**src/rtl/ifetch_decode.sv**
```systemverilog
// RV32I fetch over a start/done memory port plus field/immediate decode, paced by a free-running
// 4-phase counter. Define FETCH_CTRL_STALL_EN to hold fetch after JAL/JALR/BRANCH until resolved.
module ifetch_decode #(
  parameter logic [31:0] RESET_PC = 32'h0
) (
  input  logic        clk,
  input  logic        rst,
  output logic [1:0]  counter,
  output logic [6:0]  opcode,
  output logic [4:0]  rd,
  output logic [2:0]  fun3,
  output logic [4:0]  rs1,
  output logic [4:0]  rs2,
  output logic [6:0]  fun7,
  output logic [31:0] imm,
  output logic [31:0] opc,
  input  logic [31:0] npc,
  input  logic        get_npc,
  input  logic        is_busy,
  output logic        im_start,
  output logic [31:0] im_adr,
  input  logic [31:0] im_out,
  input  logic        im_busy,
  input  logic        im_done
);

  localparam logic [31:0] Nop      = 32'h0000_0013;
  localparam logic [6:0]  OpLoad   = 7'b0000011;
  localparam logic [6:0]  OpImm    = 7'b0010011;
  localparam logic [6:0]  OpJalr   = 7'b1100111;
  localparam logic [6:0]  OpStore  = 7'b0100011;
  localparam logic [6:0]  OpBranch = 7'b1100011;
  localparam logic [6:0]  OpLui    = 7'b0110111;
  localparam logic [6:0]  OpAuipc  = 7'b0010111;
  localparam logic [6:0]  OpJal    = 7'b1101111;
  localparam logic [6:0]  OpReg    = 7'b0110011;

  typedef enum logic [1:0] {
    StFetch,
    StReady,
`ifdef FETCH_CTRL_STALL_EN
    StIssued,
    StWaitCf
`else
    StIssued
`endif
  } state_e;

  function automatic logic known_op(input logic [6:0] op);
    case (op)
      OpLoad, OpImm, OpJalr, OpStore, OpBranch,
      OpLui, OpAuipc, OpJal, OpReg: known_op = 1'b1;
      default:                      known_op = 1'b0;
    endcase
  endfunction

`ifdef FETCH_CTRL_STALL_EN
  function automatic logic is_ctrl(input logic [6:0] op);
    is_ctrl = (op == OpJal) || (op == OpJalr) || (op == OpBranch);
  endfunction
`endif

  logic [1:0]  counter_q, counter_d;
  logic [31:0] pc_q, pc_d;
  logic [31:0] ir_q, ir_d;
  logic [31:0] iss_q, iss_d;
  logic [31:0] iss_pc_q, iss_pc_d;
  logic        iss_valid_q, iss_valid_d;
  logic        im_start_q, im_start_d;
  state_e      state_q, state_d;
  logic        fetch_done;

  // Downstream status the default build never needs to look at.
  logic unused_inputs;
  assign unused_inputs = ^{is_busy, get_npc};

  always_comb begin
    counter_d   = counter_q + 2'd1;
    pc_d        = pc_q;
    ir_d        = ir_q;
    iss_d       = iss_q;
    iss_pc_d    = iss_pc_q;
    iss_valid_d = iss_valid_q;
    state_d     = state_q;

    fetch_done = (state_q == StFetch) && im_start_q && im_done && !im_busy;
    if (fetch_done) begin
      ir_d    = im_out;
      state_d = StReady;
    end

    // Issue edge: a word latched on this same edge waits for the next slot.
    if (counter_q == 2'd3) begin
      if (state_q == StReady) begin
        iss_d       = known_op(ir_q[6:0]) ? ir_q : Nop;
        iss_pc_d    = pc_q;
        iss_valid_d = 1'b1;
        state_d     = StIssued;
      end else begin
        iss_d       = Nop;
        iss_valid_d = 1'b0;
      end
    end

    if (counter_q == 2'd0) begin
      if (iss_valid_q) begin
        pc_d        = npc;
        iss_valid_d = 1'b0;
        state_d     = StFetch;
`ifdef FETCH_CTRL_STALL_EN
        if (is_ctrl(iss_q[6:0])) state_d = StWaitCf;
`endif
      end
`ifdef FETCH_CTRL_STALL_EN
      else if ((state_q == StWaitCf) && get_npc) begin
        pc_d    = npc;
        state_d = StFetch;
      end
`endif
    end

    im_start_d = (state_d == StFetch);
  end

  always_ff @(posedge clk or posedge rst) begin
    if (rst) begin
      counter_q   <= 2'd0;
      pc_q        <= RESET_PC;
      ir_q        <= 32'h0;
      iss_q       <= Nop;
      iss_pc_q    <= 32'h0;
      iss_valid_q <= 1'b0;
      im_start_q  <= 1'b0;
      state_q     <= StFetch;
    end else begin
      counter_q   <= counter_d;
      pc_q        <= pc_d;
      ir_q        <= ir_d;
      iss_q       <= iss_d;
      iss_pc_q    <= iss_pc_d;
      iss_valid_q <= iss_valid_d;
      im_start_q  <= im_start_d;
      state_q     <= state_d;
    end
  end

  always_comb begin
    case (iss_q[6:0])
      OpLoad, OpImm, OpJalr: imm = {{20{iss_q[31]}}, iss_q[31:20]};
      OpStore:  imm = {{20{iss_q[31]}}, iss_q[31:25], iss_q[11:7]};
      OpBranch: imm = {{20{iss_q[31]}}, iss_q[7], iss_q[30:25], iss_q[11:8], 1'b0};
      OpLui, OpAuipc: imm = {iss_q[31:12], 12'b0};
      OpJal:    imm = {{12{iss_q[31]}}, iss_q[19:12], iss_q[20], iss_q[30:21], 1'b0};
      default:  imm = 32'h0;
    endcase
  end

  assign counter  = counter_q;
  assign opcode   = iss_q[6:0];
  assign rd       = iss_q[11:7];
  assign fun3     = iss_q[14:12];
  assign rs1      = iss_q[19:15];
  assign rs2      = iss_q[24:20];
  assign fun7     = iss_q[31:25];
  assign opc      = iss_pc_q;
  assign im_start = im_start_q;
  assign im_adr   = pc_q;

endmodule
```
**config.mk**
```make
export PLATFORM = sky130hd
export DESIGN_NAME = ifetch_decode
export DESIGN_NICKNAME = d
export VERILOG_FILES = /design/src/rtl/ifetch_decode.sv
export SDC_FILE = /design/constraint.sdc
export NUM_CORES = 1
export LEC_CHECK = 0
export ABC_AREA = 1
export CAP_MARGIN = 20
export CELL_PAD_IN_SITES_DETAIL_PLACEMENT = 2
export CELL_PAD_IN_SITES_GLOBAL_PLACEMENT = 2
export CORE_UTILIZATION = 27
export CTS_CLUSTER_SIZE = 20
export DETAILED_ROUTE_END_ITERATION = 6
export PLACE_DENSITY_LB_ADDON = 0.2
export REMOVE_ABC_BUFFERS = 1
export SYNTH_ARGS = -nofsm -noshare
export SYNTH_HDL_FRONTEND = slang
export SYNTH_SLANG_ARGS = --single-unit
export TNS_END_PERCENT = 1
```
**constraint.sdc**
```tcl
create_clock -name clk -period 11.5 [get_ports clk]
set_clock_uncertainty 0.15 [all_clocks]
set_input_delay 1.725 -clock clk [delete_from_list [all_inputs] [get_ports clk]]
set_output_delay 1.725 -clock clk [all_outputs]
set_load 0.03 [all_outputs]
```
==> reports/metrics.yaml <==
nFillCells: 2418
start_util_pct: 27.8
setup_tns_ns: 0
async_reset_ff_share_pct: 100
synth_enable_flop_cells: 0
die_area_um2: 22500
yosysTopAreaCellShare_pct: 55.4
syn-cell-area_um2: 5920
path_clk_slew_ns: 0.06
rows: 53
vias: 5530
tightest_slew_ns: 0.989
postCtsResizedCells: 0
ys_types: 22
dpl_cell_area_um2: 8130
power_mw: 2.01
min_path_type: "reg2reg"
synthTopCellsByArea: "dfrtp_1, nand2_1, nor2_1"
die_h_um: 150
required_ns: 9.63
wl_per_cell_um: 15.9
power_density_nw_per_um2: 230
synthFlopType: "dfrtp_1"
ctsHoldBuffers: 0
fin_nets: 1015
finalSetupViolations: 0
start_kind: "register"
die_x_um: 150
fmax_ghz: 0.208
dp.final_hpwl_mm: 13.2
first_iter_violations: 111
period_share_pct: 41.8
clock_sinks: 134
placedCellCount: 1199
io_buffers: 198
cts.htree.levels: 4
ir_worst_vdd_v: 0.000105
utilization_pct: 41.2
hold_violations: 0
ys_seq_area_share_pct: 56.7
netlist_top_cells_count: "nand2_1, dfrtp_1, nor2_1, inv_1, a21oi_1"
numCtsBuffers: 17
worstSetupPathType: "reg2out"
synth_most_common_cell: "nand2_1"
cts_root_buf: "clkbuf_16"
yosysTopAreaCell: "dfrtp_1"
layout_min_cycle_time_ns: 4.81
design.core.area_um2: 21300
drt-vias-per-instance: 4.49
synth_cells: 755
first_pass_iters: 4
p_leak_nw: 4.40
crit_arrival_ns: 2.93
drive_gt1_share_pct: 5.75
cts_setup_buffers: 0
grt.total_usage_pct: 18.6
rsz0062_at_grt: "false"
grt_pass1_wl_mm: 31.7
outcome: "finished clean"
ys_warn_count: 0
drc: 0
first_global_vias: 5878
worstSetupEndpointType: "output port"
crit_path_max_fanout: 8
grt_max_degree: 93
pre_cts_slack_ns: 7.07
finalWorstSetupSlack_ns: 6.69
slew_violations: 0
antenna_left: 0
cts_buffer_depth: 2
postLayoutCellArea_um2: 8760
antenna_found_initial: 2
insertion_delay_ns: 0.42
avgSynthCellArea_um2: 7.84
area_growth_pct: 47.9
gr-total-overflow: 0
wl_mm: 19.6
ys_ff_latch: 134
holdWs_ns: 0.318
cap_violations: 0
worst_slew_margin_rel_pct: 33.8
place.gp.congestion: 0.696
cts_tree: "built"
stdcell_count: 1232
io_pins: 201
kinds of logic (layout without fill, tap and decap cells):
logic type | count (synthesis) | count (layout) | share of synthesized area, %
compound gates | 68 | 68 | 5.75
buf+inv | 111 | 312 | 7.71
other cells | 0 | 1 | 0
fa+ha+maj | 2 | 2 | 0.422
simple gates | 440 | 440 | 29.4
flops | 134 | 134 | 56.7
layout make-up:
class	instances	area [um2]	share of cell area [%]
clock inverters	14	188	2.14
well taps	275	344	3.93
diodes	1	2.50	0.0286
inverters	76	290	3.31
multi-input cells	510	2110	24.1
flip-flops and latches	134	3360	38.3
clock buffers	18	439	5.01
repair buffers	204	2030	23.1
placed cells by master (no fill, tap or decap), types with 3 or more instances in the layout:
| master | synthesis | layout |
|---|---|---|
| nand3_1 | 31 | 30 |
| nand2_1 | 320 | 320 |
| clkdlybuf4s50_1 | 0 | 198 |
| inv_1 | 72 | 71 |
| a21oi_1 | 33 | 33 |
| clkinv_4 | 0 | 3 |
| inv_2 | 4 | 4 |
| dfstp_2 | 3 | 3 |
| o21ai_0 | 32 | 32 |
| clkbuf_16 | 0 | 17 |
| inv_6 | 0 | 7 |
| bufinv_16 | 0 | 3 |
| buf_4 | 3 | 6 |
| nor2_1 | 81 | 81 |
| dfrtp_1 | 131 | 131 |
| o21ai_1 | 3 | 3 |
worst max-delay path: stages (launching register included):
cell and delay (ns):
dfstp_2 0.56, inv_1 0.06, nor2_1 0.41, nand2_1 0.28
nand2_1 0.35, nand2_1 0.09, nand2_1 0.09, clkdlybuf4s50_1 0.67
report_power, final:
group	internal (mW)	switching, mW	leakage (nW)
sequential	0.635	0.0901	1.65
combinational	0.275	0.423	2.44
clock	0.354	0.233	0.305
registers in the layout, summed over array words and instances, names as in the netlist:
| signal | cells |
|---|---|
| state_q | 2 |
| im_start | 1 |
| im_adr | 32 |
| ir_q | 32 |
| opc | 32 |
| counter | 2 |
| iss_valid_q | 1 |
| iss_q | 32 |
path summary, 6_finish.rpt:
kind	start	endpoint	slack (ns)	cells after the start
min in group asynchronous	rst	im_adr[0]	1.70	2
worst min register to register	opc[15]	opc[15]	0.32	2
max in group asynchronous	rst	opc[25]	8.34	3
worst min-delay path	opc[15]	opc[15]	0.32	2
worst max-delay path	iss_q[4]	imm[18]	6.69	7
worst max register to register	counter[1]	im_start	8.18	8
per-layer routing:
layer	part of all wire [%]	track usage [%]	vias up
met1	42	21.5	2705
met4	1.3	5.15	2
met3	8.9	8.33	20
li1	-	-	2660
met5	0.066	0	-
met2	48	30.9	143
Power figures use the tool's default switching activity.
